File: src/rtl/fetch_queue.sv
// In-order instruction queue between fetch and decode. It absorbs decode stalls
// and refuses further fetches after a faulting instruction until the ROB flushes.
module fetch_queue #(
  parameter int unsigned DEPTH = 4
) (
  input  logic                       clk,
  input  logic                       rst_n,
  input  logic                       fetch_valid,
  input  logic                       fetch_error,
  input  logic [30:0]                fetch_addr,
  input  logic [31:0]                fetch_insn,
  input  logic [15:0]                fetch_bptag,
  input  logic                       fetch_bptaken,
  output logic                       fq_stall,
  output logic                       fq_de_valid,
  output logic                       fq_de_error,
  output logic [30:0]                fq_de_addr,
  output logic [31:0]                fq_de_insn,
  output logic [15:0]                fq_de_bptag,
  output logic                       fq_de_bptaken,
  input  logic                       decode_stall,
  input  logic                       rob_flush,
  output logic [$clog2(DEPTH+1)-1:0] fq_count
);

  localparam int unsigned PtrW = $clog2(DEPTH);
  localparam int unsigned CntW = $clog2(DEPTH + 1);

  typedef struct packed {
    logic        error;
    logic [30:0] addr;
    logic [31:0] insn;
    logic [15:0] bptag;
    logic        bptaken;
  } entry_t;

  entry_t            mem_q [DEPTH];
  logic [PtrW-1:0]   head_q, head_d;
  logic [PtrW-1:0]   tail_q, tail_d;
  logic [CntW-1:0]   count_q, count_d;
  logic              blocked_q, blocked_d;
  logic              full, push, pop;
  entry_t            wr_entry, head_entry;

  // Stall depends on registered state only, so a pop cannot free a slot for
  // a push in the same cycle.
  assign full     = (count_q == CntW'(DEPTH));
  assign fq_stall = full | blocked_q;
  assign push     = fetch_valid & ~fq_stall & ~rob_flush;
  assign pop      = fq_de_valid & ~decode_stall & ~rob_flush;

  assign wr_entry = '{error:   fetch_error,
                      addr:    fetch_addr,
                      insn:    fetch_insn,
                      bptag:   fetch_bptag,
                      bptaken: fetch_bptaken};

  always_comb begin
    head_d    = head_q;
    tail_d    = tail_q;
    count_d   = count_q;
    blocked_d = blocked_q;
    if (rob_flush) begin
      head_d    = '0;
      tail_d    = '0;
      count_d   = '0;
      blocked_d = 1'b0;
    end else begin
      if (push) begin
        tail_d = tail_q + PtrW'(1);
        if (fetch_error) blocked_d = 1'b1;
      end
      if (pop) head_d = head_q + PtrW'(1);
      if (push && !pop) begin
        count_d = count_q + CntW'(1);
      end else if (pop && !push) begin
        count_d = count_q - CntW'(1);
      end
    end
  end

  always_ff @(posedge clk or negedge rst_n) begin
    if (!rst_n) begin
      head_q    <= '0;
      tail_q    <= '0;
      count_q   <= '0;
      blocked_q <= 1'b0;
      for (int i = 0; i < DEPTH; i++) mem_q[i] <= '0;
    end else begin
      head_q    <= head_d;
      tail_q    <= tail_d;
      count_q   <= count_d;
      blocked_q <= blocked_d;
      if (push) mem_q[tail_q] <= wr_entry;
    end
  end

  assign head_entry    = mem_q[head_q];
  assign fq_de_valid   = (count_q != '0);
  assign fq_de_error   = head_entry.error;
  assign fq_de_addr    = head_entry.addr;
  assign fq_de_insn    = head_entry.insn;
  assign fq_de_bptag   = head_entry.bptag;
  assign fq_de_bptaken = head_entry.bptaken;
  assign fq_count      = count_q;

endmodule

File: config.mk
export PLATFORM = sky130hd
export DESIGN_NAME = fetch_queue
export DESIGN_NICKNAME = d
export VERILOG_FILES = /design/src/rtl/fetch_queue.sv
export SDC_FILE = /design/constraint.sdc
export NUM_CORES = 1
export LEC_CHECK = 0
export CORE_MARGIN = 2
export CORE_UTILIZATION = 40
export CTS_CLUSTER_SIZE = 14
export DETAILED_ROUTE_END_ITERATION = 6
export SLEW_MARGIN = 30
export SYNTH_ARGS = -nofsm -noshare
export SYNTH_HDL_FRONTEND = slang
export SYNTH_SLANG_ARGS = --single-unit
File: constraint.sdc
create_clock -name clk -period 3.2 [get_ports clk]
set_input_delay 0.32 -clock clk [delete_from_list [all_inputs] [get_ports clk]]
set_output_delay 0.32 -clock clk [all_outputs]
set_load 0.005 [all_outputs]
==> impl_results.md <==
- Distinct cells, synth: 29
- Main combinational cell family by area after synthesis: multiplexers
- Worst setup EP type: primary output
- Area delta synth->final: 20.54%
- H-tree depth: 2
- Post-Route WL: between 30000 and 40000 µm
- Post_cts resized: 0
- Min cycle time layout: ~3.0 ns
- Total track usage: between 15 and 20%
- Post-synthesis register bit count: around 330
- GP Congestion: 0.7234
- Slew @ Worst Pin: approximately 0.6 ns
- Uppermost routed layer: met5
- Final nets: 1119
- Starting density of the core: between 40% and 50%
- Post-DRT Antenna Nets: 0
- CP max FO: 21
- Cell Chain, Critical Path: buf_12 -> mux4_2 -> clkdlybuf4s50_1
- Hold Slack: 0.3459 ns
- CTS root buffer: clkbuf_16
- Pre-antenna DRT Iters: 4
- Slowest CP cell: dfrtp_4
- Pin count of the biggest net entering global routing: roughly 70
- Met2 routed WL: around 15000 µm
- Post-synth EDFFs: 0
- Vias in the first global route: roughly 9k
- 1st-iter DRT viols: around 320
- Initial antenna violation count: 1
- Setup TNS: 0 ns
- Post-synthesis cell area: 16140 µm²
- Core Area: around 40000 µm²
- Yosys warning count: 0
- Post-synthesis xor/xnor area fraction: less than 1%
- Critical Path RT: 2.88 ns
- Vias per cell: just over 5
- Post-synth top flop: dfrtp_1
- Synth area leaders: dfrtp_1, mux2_4, mux4_2
- Row count: 73
- First-pass GRT wire length: between 50000 and 60000 µm
- Ant diodes: 0
- Vias: approximately 8.0k
- Die area: approximately 42000 µm²
- Mapped Nets: roughly 930
- Reg2reg path depth: 5
- Worst Setup Path Type: reg2out
- # fillers: between 3k and 4k
- Multiplexer share of the synthesized area: 41.55%
- Synth cell count leaders: dfrtp_1, mux2_4, mux4_2, buf_12, nor2_1
- Worst-Skew Late Latency: 0.54 ns
- Port Buffer Count: 171
- Routed WL per cell: 21.63 µm
- DRC: 0
- Sink Count: around 330
- Simple-gate share of the synthesized area: less than 1%
- Startpoint types: flip-flop
- Leakage power: 8.448 nW
- Non-filler cells, final: between 1.5k and 2k
- Clock slew at reported path FFs: around 0.060 ns
- Syn Area/Cell: 19.17 µm²
- FFs w/ async S/R, synth: 100.0%
- Final hold vios: 0
- RSZ-0062 raised after global routing: no
- Metal3 WL: roughly 2100 µm
- Compound-Gate Fraction of Synth Area: less than 1%
- Final setup viols: 0
- Area leader, netlist: dfrtp_1
- Final Cycle Share: between 90 and 100%
- Die extent in y: 204.9 µm
- Crit-path leading delay family: buffers and inverters
- Post-Synth Adder-Cell Area: 0.4341%
- Total grt overflow: 0
- F_max: between 0.3 and 0.4 GHz
- Data arrival time of the worst path: between 2 and 3 ns
- Power Density: between 900 and 1000 nW/µm²
- Register area share after synthesis: about half
- VDD IR-drop max: between 400 and 500 µV
- WP depth: 3
- Yosys top cell area share: 51.48%
- Clock Tree Buf Depth: 3
- Met1 WL: roughly 16000 µm
- Total Power: 19.07 mW
- Mapped Cells: roughly 840
- Post-Place Cells: between 1.5k and 2k
- Hpwl dp: roughly 20000 µm
- # IOs: 172
- Rel. slew slack: roughly three fifths
- Worst Skew: between 0.007 and 0.008 ns
- Hold Path Class: in2async
- CP max stage delay: around 0.75 ns
- Max-slew violations: 0
- Chip width: slightly above 200 µm
- Most frequent cell after synthesis: dfrtp_1
- Num CTS Buffers: 40
- Outcome: finished clean
- Ratio of cells with drive above 1 in the final layout: between 40% and 50%
- Max-Cap Viols: 0
- Critical path buffers and inverters: 2
- CTS tree: built
## layout by cell type (no fill, tap or decap), types with 2 or more instances in the layout
cell	synthesis	layout
clkinv_2	0	5
mux2_2	6	6
clkbuf_8	0	7
xnor2_1	4	4
mux2_4	320	320
clkbuf_1	9	10
inv_1	6	6
clkinvlp_4	0	2
nand2_1	2	2
ha_1	4	4
clkbuf_16	0	41
dfrtp_1	332	330
and2_4	0	4
bufinv_16	0	3
clkdlybuf4s50_1	0	170
a21oi_1	3	3
buf_12	36	18
nor2_1	11	11
mux4_2	81	81
buf_4	0	9
dfrtp_4	0	2
## logic make-up after synthesis
logic type               Yosys count
AO/OA/AOI/OAI                      8
XOR/XNOR                           4
adder cells (fa/ha/maj)            5
buffers and inverters             61
flip-flops                       332
multiplexers                     408
AND/OR/NAND/NOR                   24
## state kept, by name, summed over array words and instances (netlist names)
register,count
head_q,2
fq_count,3
tail_q,2
mem_q,324
blocked_q,1
## where the power goes
part | switching, mW | internal (mW)
Clock | 1.74 | 2.74
Sequential | 1.11 | 6.04
Combinational | 2.09 | 5.35
## area by class of cell
| type | instances | area, µm² | area share, % |
|---|---|---|---|
| clock buffers | 58 | 1160 | 5.962 |
| inverters | 6 | 22.52 | 0.1158 |
| multi-input cells | 449 | 7015 | 36.06 |
| clock inverters | 10 | 130.1 | 0.6689 |
| well taps | 525 | 656.9 | 3.376 |
| repair buffers | 199 | 2155 | 11.07 |
| flip-flops and latches | 332 | 8315 | 42.74 |
## per-stage QoR
step | area [µm²] | worst slack [ns] | utilization, %
after floorplan | 16140 | 1.346 | -
after global placement | 18150 | 0.7176 | 45.59
after detailed placement | 18150 | 0.7031 | 45.59
after CTS | 19450 | 0.1328 | 48.85
after global routing | 19450 | 0.06311 | 48.85
final | 19450 | 0.2435 | 48.85
## what timing repair did
| action | 4_1_cts | 5_1_grt |
|---|---|---|
| hold buffers | 1 | 0 |
| setup buffers | 0 | 0 |
| endpoints found under the hold margin | 59 | 0 |
## worst register-to-register path, stage by stage, from the launching register on
cell,delay (ns)
dfrtp_1,0.46
nor2_4,0.10
a211oi_4,0.31
and2_4,0.48
buf_12,0.32
mux2_4,0.34
## routing by layer
| metal | vias up | track usage, % |
|---|---|---|
| met5 | - | 0 |
| met4 | 2 | 4.034 |
| met3 | 42 | 5.075 |
| met2 | 170 | 24.92 |
| met1 | 4301 | 25.05 |
| li1 | 3482 | - |
## worst paths after layout
path	start	endpoint	slack, ns
max	head_q[0]	fq_de_insn[22]	0.24
min	rst_n	mem_q[106]	0.35
max reg2reg	fq_count[1]	mem_q[151]	1.07
min reg2reg	mem_q[113]	mem_q[113]	0.50
max in group asynchronous	rst_n	mem_q[318]	1.91
min in group clk	fetch_insn[7]	mem_q[186]	0.50
(Power assumes the default switching activity.)
